### src/rtl/bus_master_pkg.sv
// Shared definitions for the bus master controller slice.
//   DEF_ADDR_W / DEF_DATA_W : default bus address / data widths
//   state_t                 : controller FSM state encoding
package bus_master_pkg;

    localparam int unsigned DEF_ADDR_W = 8;
    localparam int unsigned DEF_DATA_W = 8;

    typedef enum logic [1:0] {
        ST_IDLE   = 2'd0,
        ST_ACCESS = 2'd1,
        ST_RESP   = 2'd2
    } state_t;

endpackage

### src/rtl/bus_req_fifo.sv
// Request buffer for bus_master_ctrl: a small synchronous FIFO with
// show-ahead read (dout always presents the oldest entry).
//   clk, rst_n : clock, asynchronous active-low reset (flushes contents)
//   push, din  : write strobe and data (caller must not push when full)
//   pop, dout  : read strobe and head-of-queue data
//   full/empty : occupancy flags
module bus_req_fifo #(
    parameter int unsigned WIDTH = 17,
    parameter int unsigned DEPTH = 2
) (
    input  logic             clk,
    input  logic             rst_n,
    input  logic             push,
    input  logic [WIDTH-1:0] din,
    input  logic             pop,
    output logic [WIDTH-1:0] dout,
    output logic             full,
    output logic             empty
);

    localparam int unsigned PTR_W = (DEPTH > 1) ? $clog2(DEPTH) : 1;
    localparam logic [PTR_W:0] CNT_FULL = (PTR_W + 1)'(DEPTH);

    logic [WIDTH-1:0] mem [DEPTH];
    logic [PTR_W-1:0] wr_ptr;
    logic [PTR_W-1:0] rd_ptr;
    logic [PTR_W:0]   count;

    assign full  = (count == CNT_FULL);
    assign empty = (count == '0);
    assign dout  = mem[rd_ptr];

    // Depth is a power of two, so pointers wrap naturally.
    always_ff @(posedge clk or negedge rst_n) begin
        if (!rst_n) begin
            wr_ptr <= '0;
            rd_ptr <= '0;
            count  <= '0;
        end else begin
            if (push) wr_ptr <= wr_ptr + 1'b1;
            if (pop)  rd_ptr <= rd_ptr + 1'b1;
            case ({push, pop})
                2'b10:   count <= count + 1'b1;
                2'b01:   count <= count - 1'b1;
                default: count <= count;
            endcase
        end
    end

    always_ff @(posedge clk) begin
        if (push) mem[wr_ptr] <= din;
    end

endmodule

### src/rtl/bus_master_ctrl.sv
// Bus master controller: buffers read/write requests and plays them out
// one at a time on a simple ce/rd/wr strobe bus, returning one response
// per transfer through a valid/ready handshake.
//   req_*      : request channel (valid/ready, wr flag, address, write data)
//   resp_*     : response channel (valid/ready, wr flag, read data)
//   ce/rd/wr   : registered bus strobes; addr/data_wr registered bus drive
//   data_rd    : read data returned by the slave
//   busy       : controller active or requests still buffered
module bus_master_ctrl
    import bus_master_pkg::*;
#(
    parameter int unsigned ADDR_W      = DEF_ADDR_W,
    parameter int unsigned DATA_W      = DEF_DATA_W,
    parameter int unsigned WAIT_CYCLES = 0,
    parameter int unsigned FIFO_DEPTH  = 2
) (
    input  logic              clk,
    input  logic              rst_n,
    input  logic              req_valid,
    output logic              req_ready,
    input  logic              req_wr,
    input  logic [ADDR_W-1:0] req_addr,
    input  logic [DATA_W-1:0] req_wdata,
    output logic              resp_valid,
    input  logic              resp_ready,
    output logic              resp_wr,
    output logic [DATA_W-1:0] resp_rdata,
    output logic              ce,
    output logic              rd,
    output logic              wr,
    output logic [ADDR_W-1:0] addr,
    output logic [DATA_W-1:0] data_wr,
    input  logic [DATA_W-1:0] data_rd,
    output logic              busy
);

    localparam int unsigned PKT_W     = 1 + ADDR_W + DATA_W;
    localparam logic [3:0]  WAIT_LAST = 4'(WAIT_CYCLES);

    state_t            state;
    logic [3:0]        wait_cnt;
    logic              push;
    logic              pop;
    logic              fifo_full;
    logic              fifo_empty;
    logic [PKT_W-1:0]  fifo_din;
    logic [PKT_W-1:0]  fifo_dout;
    logic              head_wr;
    logic [ADDR_W-1:0] head_addr;
    logic [DATA_W-1:0] head_wdata;

    assign req_ready = !fifo_full;
    assign push      = req_valid && !fifo_full;
    assign fifo_din  = {req_wr, req_addr, req_wdata};
    assign {head_wr, head_addr, head_wdata} = fifo_dout;

    // A new access launches from IDLE, or straight out of RESP on the
    // edge that retires the previous response.
    assign pop  = !fifo_empty &&
                  ((state == ST_IDLE) || ((state == ST_RESP) && resp_ready));
    assign busy = (state != ST_IDLE) || !fifo_empty;

    bus_req_fifo #(
        .WIDTH (PKT_W),
        .DEPTH (FIFO_DEPTH)
    ) u_fifo (
        .clk   (clk),
        .rst_n (rst_n),
        .push  (push),
        .din   (fifo_din),
        .pop   (pop),
        .dout  (fifo_dout),
        .full  (fifo_full),
        .empty (fifo_empty)
    );

    always_ff @(posedge clk or negedge rst_n) begin
        if (!rst_n) begin
            state      <= ST_IDLE;
            wait_cnt   <= '0;
            ce         <= 1'b0;
            rd         <= 1'b0;
            wr         <= 1'b0;
            addr       <= '0;
            data_wr    <= '0;
            resp_valid <= 1'b0;
            resp_wr    <= 1'b0;
            resp_rdata <= '0;
        end else begin
            case (state)
                ST_IDLE: ;
                ST_ACCESS: begin
                    if (wait_cnt == WAIT_LAST) begin
                        resp_rdata <= wr ? '0 : data_rd;
                        resp_wr    <= wr;
                        resp_valid <= 1'b1;
                        ce         <= 1'b0;
                        rd         <= 1'b0;
                        wr         <= 1'b0;
                        addr       <= '0;
                        state      <= ST_RESP;
                    end else begin
                        wait_cnt <= wait_cnt + 1'b1;
                    end
                end
                ST_RESP: begin
                    if (resp_ready) begin
                        resp_valid <= 1'b0;
                        state      <= ST_IDLE;
                    end
                end
                default: state <= ST_IDLE;
            endcase

            // Launch is shared by IDLE and RESP; placed last so it overrides
            // the RESP->IDLE transition when another request is waiting.
            if (pop) begin
                state    <= ST_ACCESS;
                wait_cnt <= '0;
                ce       <= 1'b1;
                rd       <= !head_wr;
                wr       <= head_wr;
                addr     <= head_addr;
                if (head_wr) data_wr <= head_wdata;
            end
        end
    end

endmodule
### config.mk
export PLATFORM = sky130hd
export DESIGN_NAME = bus_master_ctrl
export DESIGN_NICKNAME = d
export VERILOG_FILES = /design/src/rtl/bus_master_pkg.sv /design/src/rtl/bus_req_fifo.sv /design/src/rtl/bus_master_ctrl.sv
export SDC_FILE = /design/constraint.sdc
export NUM_CORES = 1
export LEC_CHECK = 0
export BUFFER_PORTS_ARGS = -buffer_cell sky130_fd_sc_hd__buf_4
export CAP_MARGIN = 10
export CORE_MARGIN = 2
export CORE_UTILIZATION = 40
export DETAILED_ROUTE_END_ITERATION = 10
export GPL_TIMING_DRIVEN = 0
export HOLD_SLACK_MARGIN = 0.02
export PLACE_DENSITY_LB_ADDON = 0.2
export SYNTH_ARGS = -nofsm -noshare
export SYNTH_HDL_FRONTEND = slang
export SYNTH_SLANG_ARGS = --single-unit
### constraint.sdc
create_clock -name clk -period 4.2 [get_ports clk]
set_input_delay 0.21 -clock clk [delete_from_list [all_inputs] [get_ports clk]]
set_output_delay 0.21 -clock clk [all_outputs]
set_load 0.005 [all_outputs]
==> results by group, run 1 <==
Worst setup path
  – WP data required: 3.99 ns
  – Crit. End Element: output pin
  – Worst EP arrival: 1.71 ns
  – Worst Path Buf+Inv: 2
  – Family with the most delay on the worst path: simple AND/OR/NAND/NOR gates
  – Critical-path top delay cell: or4_1
  – Worst Path Class, Setup: register to output pin
  – Crit path launch type: register
  – Largest stage delay, worst path: ~0.52 ns
  – CP Cell Sequence: clkbuf_1 -> or4_1 -> buf_4
  – CP Max Fanout: 10

Global route
  – Remaining Overflow, GRT: 0
  – First-pass GRT wire length: between 8000 and 9000 um
  – Number of global-route vias before repair: 1816
  – Largest net degree at the start of global routing: 40
  – GR Util All Layers: between 10 and 15%
  – Initial antenna violation count: 0

Detailed routing
  – Vias after detailed routing: 1793
  – Wire per inst: 14.2 um
  – Post-DRT Antenna Nets: 0
  – Detailed Route Iter0 Violations: 117
  – DRC violations left: 0
  – Post-Route WL: ~5300 um
  – Via-to-Cell Ratio: 4.78
  – First-pass DRT Iterations: 4

STA
  – Worst Tran Pin Value: 0.873 ns
  – Final setup viols: 0
  – RSZ-0062 raised after global routing: false
  – Slew headroom: 41.8%
  – Fmax: a little over 500 MHz
  – Fin. Hold Viols: 0
  – Final setup skew: 0.00633 ns
  – Slew Limit Fails: 0
  – Setup TNS after final layout: 0 ns
  – Post-layout min period: 1.92 ns
  – Tcrit/Tclk final: ~46%

Synth
  – Dominant cell type by area after synthesis: edfxtp_1
  – Synth warn: 0
  – Mean Syn Cell Area: ~15 um2
  – Synth area leaders: edfxtp_1, dfrtp_1, mux2_2
  – Top-area cell type share of the netlist area: 35.1%
  – Number of synthesized register bits: 73
  – Mapped cell area: 2910 um2
  – Register area share after synthesis: between 60% and 70%
  – Syn Nets: 231
  – Cells after Synth: roughly 200
  – Netlist cell types: 36

Pwr
  – Leakage power: between 1.5 and 2 nW
  – Power Density: slightly above 700 nW/um2
  – Worst VDD drop: 0.303 mV

Floorplan
  – Die H: about 89 um
  – Die span in x: 89.3 um
  – Core Box Area: 7140 um2
  – Row Count: 31
  – Initial Utilization: 40.7%
  – Full die area: 7970 um2
  – Top Ports: 60

CTS
  – CTS H-Tree Depth: 3
  – Resized cells post-CTS: 0
  – Clock Tree Buf Depth: 2
  – Clk_lat worst skew: approximately 0.34 ns
  – Worst-path clk slew: 0.07 ns
  – Total CTS buffers: 9
  – CTS tree: done
  – Clock sink total: 73
  – CTS root buf: clkbuf_8

Outcome
  – Status: complete, no violations

Final layout
  – Fill cells: around 660
  – Ant. Diodes: 0
  – Layout cell share with drive strength beyond 1: 37.0%
  – Most common cell after layout, fill and taps aside: buf_4
  – Fin area: 3680 um2
  – Area occupied by multi-input gates: between 700 and 800 um2
  – Nets: between 300 and 400
  – Sequential Area: 2000 um2
  – Commonest cells after routing, fill and taps aside: buf_4, dfrtp_1, edfxtp_1, inv_1, mux2_2
  – Area grow syn2layout: 26.7%
  – Final core utilization: 51.6%

Placement
  – HPWL Detailed: 3530 um
  – IO Port Bufs: 59
  – Post-DP Area: 3490 um2
  – Global placer's final weighted congestion: 0.779

Worst hold path
  – Hold Crit Class: primary input to register

Run
  – Max_cap viols: 0
[worst register-to-register path: cells and delay by family, from the launching register on]
family          cells  cell delay (ns)
flops               1             0.45
xor+xnor            1             0.14
compound gates      1             0.29
fa+ha+maj           1             0.27
buf+inv             1             0.13
simple gates        2             0.48
[power breakdown]
part | internal [mW] | switching (mW)
Combinational | 0.508 | 0.466
Sequential | 1.00 | 0.125
Clock | 0.276 | 0.247
[cell usage after synthesis (all sizes together)]
library cell	count
a21o	1
a21oi	2
a2bb2o	1
and3	1
buf	5
clkbuf	3
dfrtp	39
edfxtp	34
ha	3
inv	22
mux2	17
mux2i	10
nand2	2
nand2b	1
nand3	4
nand4bb	1
nor2	4
nor2b	2
nor3	1
nor3b	1
o21ai	15
o21bai	1
o22ai	11
o41ai	8
or2	1
or2b	1
or3	1
or3b	1
or4	1
xnor2	4
xor2	1
[state kept, by name (all words and copies together) (netlist names)]
| signal | cells |
|---|---|
| resp_valid | 1 |
| u_fifo.wr_ptr | 1 |
| rd | 1 |
| resp_rdata | 8 |
| ce | 1 |
| u_fifo.count | 2 |
| u_fifo.rd_ptr | 1 |
| wr | 1 |
| state | 2 |
| addr | 8 |
| wait_cnt | 4 |
| data_wr | 8 |
| u_fifo.mem | 34 |
| resp_wr | 1 |
[cell families (layout without fill, tap and decap cells)]
family | count (synthesis) | count (layout) | synth area share [%]
mux | 27 | 27 | 10.2
simple gates | 22 | 22 | 4.86
xor+xnor | 5 | 5 | 1.51
buf+inv | 30 | 107 | 4.26
fa+ha+maj | 3 | 3 | 1.29
flops | 73 | 73 | 68.7
compound gates | 39 | 39 | 9.25
[layer usage]
metal  wire length (um)  vias to the layer above  global-route usage [%]  share of wire, %
met2               2550                       55                    24.3                48
met4                 70                        0                    5.29               1.3
met3                285                        8                    4.71               5.4
met5                  0                        -                       0                 0
met1               2420                      869                    18.2                45
li1                   -                      861                       -                 -
[per-stage QoR]
step / power, mW / setup slack, ns / instances / hold WS, ns
final: 2.63 / 2.28 / 375 / 0.0476
after CTS: 2.66 / 2.26 / 375 / 0.0370
after global placement: 2.09 / 1.85 / 357 / 0.224
after detailed placement: 2.13 / 2.38 / 358 / 0.227
after floorplan: 1.72 / 2.38 / 199 / -0.0856
after global routing: 2.81 / 2.15 / 375 / 0.0322
[area by class of cell]
cell class | instances | area share [%]
timing repair buffer | 61 | 12.7
clock inverter | 3 | 1.19
sequential | 73 | 54.2
tap | 99 | 3.36
inverter | 22 | 2.24
clock buffer | 13 | 3.77
multi-input combinational | 96 | 21.4
buffer | 8 | 1.12
[final timing paths]
check / startpoint / end / slack [ns] / cells after the start
min in group asynchronous: rst_n / resp_rdata[4] / 0.37 / 2
setup reg to reg: state[0] / u_fifo.count[1] / 2.38 / 6
max in group asynchronous: rst_n / addr[3] / 3.46 / 2
hold / removal: req_wdata[2] / u_fifo.mem[1][2] / 0.05 / 1
setup / recovery: state[1] / busy / 2.28 / 3
hold reg to reg: resp_rdata[4] / resp_rdata[4] / 0.51 / 2
[what timing repair did]
| item | in CTS | in global routing |
|---|---|---|
| hold buffers | 1 | 0 |
| buffers inserted | 0 | 0 |
| endpoints found under the hold margin | 39 | 0 |
Power figures use the tool's default switching activity.
==> run 2, diff against run 1 <==
==> constraint.sdc (replaced) <==
create_clock -name clk -period 1.9 [get_ports clk]
set_input_delay 0.095 -clock clk [delete_from_list [all_inputs] [get_ports clk]]
set_output_delay 0.095 -clock clk [all_outputs]
set_load 0.005 [all_outputs]
==> run 2 against run 1 <==
Against the previous run:
- clock skew is essentially flat
- critical path depth rose by 3
- non-clock buffer count up 25
- cell area up 6.9%
- routed wire length grew 4.4%
- worst hold slack gained 0.027 ns
- worst setup slack got worse by 2.2 ns
- critical path type is now register to register
- largest cell class unchanged
- highest routed layer unchanged
==> results by group, run 2 (synthesized netlist as in run 1, its figures left out) <==
Worst setup path
  – WP data required: 2.16 ns (-1.83 ns)
  – Crit path launch type: register
  – Reg2reg setup slack: 0.09 ns (-2.29 ns)
  – Reg2reg start: state[0]
  – R2r endpoint: u_fifo.count[1]
  – CP Max Fanout: 8 (-2)
  – Crit. End Element: register
  – Worst EP arrival: 2.07 ns (+0.36 ns)
  – Worst Path Class, Setup: register to register
  – R2r worst-path depth: 6 (unchanged)

Outcome
  – Status: complete, no violations

STA
  – RSZ-0062 raised after global routing: true
  – Slew headroom: 41.8% (about the same)
  – Final setup viols: 0 (unchanged)
  – Final setup skew: 0.00597 ns (-0.000358 ns)
  – Slew Limit Fails: 0 (unchanged)
  – Setup TNS after final layout: 0 ns (unchanged)
  – Fmax: 553 MHz
  – Hold WS: 0.0750 ns (+0.0274 ns)
  – Fin. Hold Viols: 0 (unchanged)
  – Worst Tran Pin Value: 0.873 ns (-0.000371 ns)
  – Tcrit/Tclk final: 95.1%
  – Post-layout min period: approximately 1.8 ns
  – Final worst slack: 0.0931 ns (-2.18 ns)

Final layout
  – Most flops, register: u_fifo.mem
  – Layout cell share with drive strength beyond 1: 34.6% (-2.4 points)
  – Nets: 328 (+8.3%)
  – Final core utilization: 55.2% (+3.5 points)
  – Ant. Diodes: 0 (unchanged)
  – Max reg flops: 34 (unchanged)
  – Fill cells: 628 (-4.1%)
  – Commonest cells after routing, fill and taps aside: buf_4, dfrtp_1, edfxtp_1, dlygate4sd3_1, inv_1
  – Most common cell after layout, fill and taps aside: buf_4
  – Final cell count without fillers: 400 (+6.7%)
  – Sequential Area: 2000 um2 (about the same)
  – Area grow syn2layout: 35.4%
  – Area occupied by multi-input gates: 790 um2 (unchanged)

CTS
  – Clock sink total: 73 (unchanged)
  – CTS tree: done
  – Total CTS buffers: 9 (unchanged)
  – Postcts setup bufs: 0 (unchanged)
  – Clk_lat worst skew: 0.34 ns (about the same)
  – CTS H-Tree Depth: 3 (unchanged)
  – Worst-path clk slew: 0.07 ns (about the same)
  – Clock Tree Buf Depth: 2 (unchanged)
  – CTS root buf: clkbuf_8

Pwr
  – Leakage power: 1.70 nW (+6.7%)
  – Worst VDD drop: 0.679 mV (+120%)
  – Power Density: 1490 nW/um2 (+110%)

Detailed routing
  – Post-Route WL: 5560 um (+4.4%)
  – Vias after detailed routing: 1895 (+5.7%)
  – DRC violations left: 0 (unchanged)
  – Post-DRT Antenna Nets: 0 (unchanged)
  – Via-to-Cell Ratio: 4.74 (-0.92%)
  – Wire per inst: 13.9 um (-2.1%)
  – First-pass DRT Iterations: 4 (unchanged)
  – Detailed Route Iter0 Violations: 109 (-6.8%)

Placement
  – IO Port Bufs: 59 (unchanged)
  – Setup WS pre-CTS: 0.0850 ns (-2.30 ns)
  – Dpl cells: 358 (unchanged)
  – Global placer's final weighted congestion: 0.779 (unchanged)
  – HPWL Detailed: 3530 um (unchanged)

Run
  – Max_cap viols: 0 (unchanged)

Floorplan
  – Initial Utilization: 40.7% (unchanged)
  – Core Box Area: 7140 um2 (unchanged)
  – Row Count: 31 (unchanged)
  – Top Ports: 60 (unchanged)
  – Full die area: 7970 um2 (unchanged)
  – Die H: 89.3 um (unchanged)
  – Die span in x: 89.3 um (unchanged)

Worst hold path
  – Hold endpoint: resp_valid
  – Hold Path Stages: 4 (+3)
  – Hold Crit Class: primary input to register
  – Hold Startpoint: resp_ready

Global route
  – Remaining Overflow, GRT: 0 (unchanged)
  – Largest net degree at the start of global routing: 40 (unchanged)
  – Number of global-route vias before repair: 1943 (+7.0%)
  – GR Util All Layers: 15.3% (+0.62 points)
  – First-pass GRT wire length: 9100 um (+5.0%)
  – Initial antenna violation count: 0 (unchanged)
-- run 2: routing by layer --
metal | global-route usage (%) | part of all wire [%] | vias to the layer above
met5 | 0 | 0 | -
met4 | 5.29 | 1.2 | 0
met3 | 4.43 | 4.5 | 7
met2 | 26.0 | 49 | 55
met1 | 18.8 | 45 | 922
li1 | - | - | 911
-- run 2: worst max-delay path by stage --
| stage | startpoint | endpoint | slack [ns] | depth (start not counted) |
|---|---|---|---|---|
| after floorplan | u_fifo.count[0] | u_fifo.mem[0][0] | 0.08 | 3 |
| after global placement | u_fifo.count[0] | u_fifo.mem[0][10] | -0.45 | 3 |
| after detailed placement | u_fifo.count[0] | u_fifo.mem[1][10] | 0.08 | 2 |
| after CTS | u_fifo.count[0] | u_fifo.mem[1][11] | 0.07 | 2 |
| after global routing | state[0] | u_fifo.count[1] | -0.006 | 6 |
| final | state[0] | u_fifo.count[1] | 0.09 | 6 |
-- run 2: per-stage QoR --
stage	power, mW	area [um2]
detailed placement	4.72	3490
global placement	4.63	3470
global route	6.26	3940
finish	5.86	3940
floorplan	3.81	2910
CTS	5.92	3940
-- run 2: layout make-up --
class                   instances  share of cell area [%]
multi-input cells              96                    20.1
clock buffers                  13                    3.53
repair buffers                 86                    18.2
inverters                      22                    2.10
well taps                      99                    3.15
flip-flops and latches         73                    50.7
plain buffers                   8                    1.08
clock inverters                 3                    1.11
-- run 2: critical path, stage by stage (launching register included) --
cell and delay, ns:
dfrtp_2 0.45, o21bai_2 0.27, or2_2 0.34, inv_1 0.13
ha_1 0.27, nor2_1 0.14, xor2_1 0.14
-- run 2: power by group --
group	leakage [nW]	switching, mW	total, mW	internal, mW
combinational	0.806	1.04	2.20	1.16
sequential	0.798	0.273	2.49	2.22
clock	0.0916	0.552	1.16	0.610
total	1.70	1.87	5.86	3.99
-- run 2: repair_timing --
action                                  4_1_cts  5_1_grt
gates resized for setup                       0        3
hold buffers                                 26        0
endpoints found under the hold margin        81        0
endpoints found under the setup margin        0        8
